$ cat config.mk
export PLATFORM = sky130hd
export DESIGN_NAME = controle_chamadas
export DESIGN_NICKNAME = d
export VERILOG_FILES = /design/src/rtl/controle_chamadas.sv
export SDC_FILE = /design/constraint.sdc
export NUM_CORES = 1
export LEC_CHECK = 0
export ABC_CLOCK_PERIOD_IN_PS = 1950
export BUFFER_PORTS_ARGS = -buffer_cell sky130_fd_sc_hd__buf_2
export CAP_MARGIN = 20
export CORE_ASPECT_RATIO = 0.5
export CORE_MARGIN = 2
export CORE_UTILIZATION = 47
export CTS_BUF_LIST = sky130_fd_sc_hd__clkbuf_4 sky130_fd_sc_hd__clkbuf_8
export DETAILED_ROUTE_END_ITERATION = 7
export GPL_ROUTABILITY_DRIVEN = 0
export HOLD_SLACK_MARGIN = 0.08
export PLACE_DENSITY = 0.67
export SETUP_SLACK_MARGIN = 0.5
export SYNTH_ARGS = -nofsm -noshare
export SYNTH_HDL_FRONTEND = slang
export SYNTH_SLANG_ARGS = --single-unit
$ cat constraint.sdc
create_clock -name clock_in -period 1.95 [get_ports clock_in]
set_input_delay 0.0975 -clock clock_in [delete_from_list [all_inputs] [get_ports clock_in]]
set_output_delay 0.0975 -clock clock_in [all_outputs]
set_load 0.1 [all_outputs]
$ cat src/rtl/controle_chamadas.sv
// Elevator call controller: synchronizes active-low call buttons, latches requests and
// schedules them SCAN-style. Optional build macro EMERGENCIA_EN adds the emergencia input.
module controle_chamadas #(
  parameter int N_ANDARES   = 4,
  parameter int TEMPO_ANDAR = 2,
  parameter int TEMPO_PORTA = 3,
  localparam int AW = (N_ANDARES > 1) ? $clog2(N_ANDARES) : 1
) (
  input  logic                 clock_in,
  input  logic                 reset,
  input  logic                 tick,
`ifdef EMERGENCIA_EN
  input  logic                 emergencia,
`endif
  input  logic [N_ANDARES-1:0] botoes,
  output logic [AW-1:0]        andar_atual,
  output logic                 controleSubDes,
  output logic                 movendo,
  output logic                 porta_aberta,
  output logic [N_ANDARES-1:0] pedidos
);

  localparam int              TMAX      = (TEMPO_ANDAR > TEMPO_PORTA) ? TEMPO_ANDAR : TEMPO_PORTA;
  localparam int              CW        = $clog2(TMAX) + 1;
  localparam logic [CW-1:0]   FIM_ANDAR = CW'(TEMPO_ANDAR - 1);
  localparam logic [CW-1:0]   FIM_PORTA = CW'(TEMPO_PORTA - 1);
  localparam logic [AW-1:0]   TOPO      = AW'(N_ANDARES - 1);

  typedef enum logic [2:0] {
    PARADO,
    SUBINDO,
    DESCENDO,
`ifdef EMERGENCIA_EN
    EMERGENCIA,
`endif
    PORTA
  } estado_t;

  estado_t                estado_q, estado_d;
  logic [N_ANDARES-1:0]   sync1_q, sync1_d, sync2_q, sync2_d, prev_q, prev_d;
  logic [N_ANDARES-1:0]   pedidos_q, pedidos_d;
  logic [AW-1:0]          andar_q, andar_d;
  logic                   dir_q, dir_d;
  logic                   movendo_q, movendo_d;
  logic                   porta_q, porta_d;
  logic [CW-1:0]          cnt_q, cnt_d;

  logic [N_ANDARES-1:0]   press, set_req, clr_req;
  logic                   acima, abaixo;

  always_comb begin
    // NOTE: every variable gets a default first so no path through the case infers a latch.
    sync1_d   = botoes;
    sync2_d   = sync1_q;
    prev_d    = sync2_q;
    press     = prev_q & ~sync2_q;
    estado_d  = estado_q;
    andar_d   = andar_q;
    dir_d     = dir_q;
    cnt_d     = cnt_q;
    set_req   = press;
    clr_req   = '0;

    acima  = 1'b0;
    abaixo = 1'b0;
    for (int i = 0; i < N_ANDARES; i++) begin
      if (i > int'(andar_q)) acima  = acima  | pedidos_q[i];
      if (i < int'(andar_q)) abaixo = abaixo | pedidos_q[i];
    end

    case (estado_q)
      PARADO: begin
        cnt_d = '0;
        if (pedidos_q[andar_q]) begin
          clr_req[andar_q] = 1'b1;
          estado_d         = PORTA;
        end else if (acima && (dir_q || !abaixo)) begin
          dir_d    = 1'b1;
          estado_d = SUBINDO;
        end else if (abaixo) begin
          dir_d    = 1'b0;
          estado_d = DESCENDO;
        end
      end
      SUBINDO, DESCENDO: begin
        if (tick) begin
          if (cnt_q >= FIM_ANDAR) begin
            cnt_d    = '0;
            estado_d = PARADO;
            if (estado_q == SUBINDO) begin
              if (andar_q != TOPO) andar_d = andar_q + AW'(1);
            end else begin
              if (andar_q != '0) andar_d = andar_q - AW'(1);
            end
          end else begin
            cnt_d = cnt_q + CW'(1);
          end
        end
      end
      PORTA: begin
        // A call at the open floor re-opens the door instead of queueing a request.
        set_req[andar_q] = 1'b0;
        if (press[andar_q]) begin
          cnt_d = '0;
        end else if (tick) begin
          if (cnt_q >= FIM_PORTA) begin
            cnt_d    = '0;
            estado_d = PARADO;
          end else begin
            cnt_d = cnt_q + CW'(1);
          end
        end
      end
`ifdef EMERGENCIA_EN
      EMERGENCIA: begin
        cnt_d    = '0;
        estado_d = PARADO;
      end
`endif
      default: begin
        cnt_d    = '0;
        estado_d = PARADO;
      end
    endcase

    pedidos_d = (pedidos_q | set_req) & ~clr_req;

`ifdef EMERGENCIA_EN
    if (emergencia) begin
      estado_d  = EMERGENCIA;
      cnt_d     = '0;
      andar_d   = andar_q;
      dir_d     = dir_q;
      pedidos_d = '0;
    end
`endif

    movendo_d = (estado_d == SUBINDO) || (estado_d == DESCENDO);
    porta_d   = (estado_d == PORTA);
  end

  always_ff @(posedge clock_in) begin
    // NOTE: sequential state uses non-blocking assignments only.
    if (reset) begin
      estado_q  <= PARADO;
      sync1_q   <= '1;
      sync2_q   <= '1;
      prev_q    <= '1;
      pedidos_q <= '0;
      andar_q   <= '0;
      dir_q     <= 1'b1;
      movendo_q <= 1'b0;
      porta_q   <= 1'b0;
      cnt_q     <= '0;
    end else begin
      estado_q  <= estado_d;
      sync1_q   <= sync1_d;
      sync2_q   <= sync2_d;
      prev_q    <= prev_d;
      pedidos_q <= pedidos_d;
      andar_q   <= andar_d;
      dir_q     <= dir_d;
      movendo_q <= movendo_d;
      porta_q   <= porta_d;
      cnt_q     <= cnt_d;
    end
  end

  assign andar_atual    = andar_q;
  assign controleSubDes = dir_q;
  assign movendo        = movendo_q;
  assign porta_aberta   = porta_q;
  assign pedidos        = pedidos_q;

endmodule
==> qor.yml <==
critical_path:
  crit_family: "simple AND/OR/NAND/NOR gates"
  worstPathMaxFanout: 5
  cp_cell_sequence: "buf_12, ha_4, nand3b_1, and3_4, or3_4, a21oi_2, o21bai_1"
  max_stage_delay_ps: 400
  slowest_stage: "dfxtp_4"
  arrival_ps: 1890
  worstSetupPathType: "register to register"
  path_buf_inv: 1
  worstSetupEndpointType: "register"
  start_kind: "register"
  worstPathRequired_ps: 2120
power_and_ir_drop:
  max-vdd-ir-drop_uv: 463.7
  finalPower_uw: 1070
  p_leak_uw: 0.0007024
  power.density_nw_per_um2: 596.6
sta:
  setup_viol: 0
  fmax_ghz: 0.5810
  hold_viol: 0
  fin_crit_ps: 1721
  rsz0062_at_grt: "true"
  slew_violations: 0
  period_share_pct: 88.26
  finClkSkew_ps: 2.383
  tns_ps: 0
final_layout:
  antenna-diode-count: 0
  nets: 184
  area.growth.synth_to_final_pct: 40.04
  final_cell_mix: "15 x dfxtp_1, 15 x buf_2, 12 x or2_2"
  final_layout_size_suffix_gt1_share_pct: 49.70
clock_network:
  cts_sinks: 27
  cts_buffer_depth: 2
  clk_pin_slew_ps: 90
  cts_root_buf: "clkbuf_8"
  htree_levels: 1
  worstSkewPairLatency_ps: 270
  cts_buffers: 3
  cts_tree: "built"
yosys:
  synth_top_flop_cell: "dfxtp_1"
  async_flop_share_pct: 0
  synth_top_cell_by_area: "dfxtp_1"
  synth_edf_count: 0
  yosys-top-cells-area: "dfxtp_1 42%, ha_1 8.8%, or2_2 5.9%"
  synth_seq_area_share_pct: 42.19
  post_synth_num_cell_types: 42
  synth_fp_nets: 150
  syn-cell-area_um2: 1281
  synth_top_area_share_pct: 42.19
  syn_inst: 134
  synth-seq-cells: 27
  ys_warn_count: 0
  avgSynthCellArea_um2: 9.561
detailed_routing:
  routed_via_density: 5.113
  wl_um: 2657
  firstDrtPassIters: 4
  vias: 1043
  drt_iter0_drc: 45
  remaining_drc_errors: 0
  wl_per_cell_um: 13.02
  antenna_left: 0
floorplan:
  row_count: 13
  core_area_um2: 2586
  io_pins: 16
  die_y_um: 40.92
  die_area_um2: 3185
  die_x_um: 77.84
  start_util_pct: 49.54
grt:
  busiest_layer: "met2"
  grt_pass1_wl_um: 4243
  grt_overflow: 0
  grtUsageMet1_pct: 22.53
  grtUsageTotal_pct: 17.98
  grt_pass1_vias: 945
  use_met2_pct: 30.82
  grt_max_degree: 25
  antenna_found_initial: 0
  use_met3_pct: 5.727
flow_run:
  drv_cap: 0
placed_design:
  port_buffers: 15
  post-dp-hpwl_um: 1747
outcome:
  outcome: "complete, no violations"
min_path:
  min_path_type: "primary input to register"
Yosys cell counts, drive strengths merged (4+ instances only):
master	count
nor3b	4
dfxtp	27
a211oi	6
nand2	9
ha	9
inv	8
nor2	9
or2	12
a21oi	8
worst register-to-register path, delay by kind of cell (launching register included):
kind	cells	cell delay [ps]
buffers and inverters	1	130
adders and majority gates	1	150
AOI/OAI and AO/OA	2	220
DFF	1	400
and+or+nand+nor	3	730
routing by layer:
layer	up-vias	wire length (um)	part of all wire [%]
li1	539	-	-
met1	480	1349	51
met2	20	1159	44
met3	4	118	4.4
met4	0	29	1.1
met5	-	0	0
cells by family after synthesis:
| family | count (synthesis) | synth area share (%) |
|---|---|---|
| and+or+nand+nor | 49 | 21.68 |
| AOI/OAI and AO/OA | 31 | 17.68 |
| DFF | 27 | 42.19 |
| buffers and inverters | 12 | 3.515 |
| adders and majority gates | 9 | 8.789 |
| xor gates and xnor gates | 3 | 2.051 |
| muxes | 2 | 3.809 |
| other | 1 | 0.2927 |
registers in the layout, summed over array words and instances, names as in the netlist, 2 cells and up:
name and flops:
cnt_q 3, estado_q 3, sync1_q 4, pedidos 4, prev_q 4, prev_d 4
andar_atual 2
power breakdown:
group          internal, uW  switching (uW)  total [uW]
logic                  58.1            95.1         153
registers               567            17.7         585
clock network           150             182         332
stage by stage:
stage	hold slack [ps]	area, um^2	setup slack (ps)	instances	utilization (%)
2_1_floorplan	201.3	1373	43.06	134	-
3_3_place_gp	279.7	1494	206.5	184	57.76
3_5_place_dp	282.0	1494	153.7	184	57.76
4_1_cts	124.9	1704	219.4	200	65.89
5_1_grt	134.1	1794	124.7	204	69.38
6_report	129.7	1794	228.9	204	69.38
cell type report:
| cell class | instances | area [um^2] |
|---|---|---|
| repair buffers | 33 | 240.2 |
| fillers | 189 | 792.0 |
| clock inverters | 1 | 8.758 |
| multi-input cells | 95 | 849.6 |
| inverters | 8 | 45.04 |
| well taps | 37 | 46.29 |
| clock buffers | 3 | 41.29 |
| flip-flops and latches | 27 | 563.0 |
final timing paths:
path | startpoint | to | slack, ps | cells after the start
min | reset | estado_q[0] | 130 | 3
max reg2reg | andar_atual[0] | controleSubDes | 230 | 7
min reg2reg | sync1_q[1] | prev_d[1] | 420 | 1
max | andar_atual[0] | controleSubDes | 230 | 7
repair_timing:
action	4_1_cts	5_1_grt
hold buffers	4	0
gates resized for setup	13	11
setup buffers	8	4
pin swaps	11	10
endpoints found under the hold margin	4	0
endpoints found under the setup margin	14	14
Power figures use the tool's default switching activity.
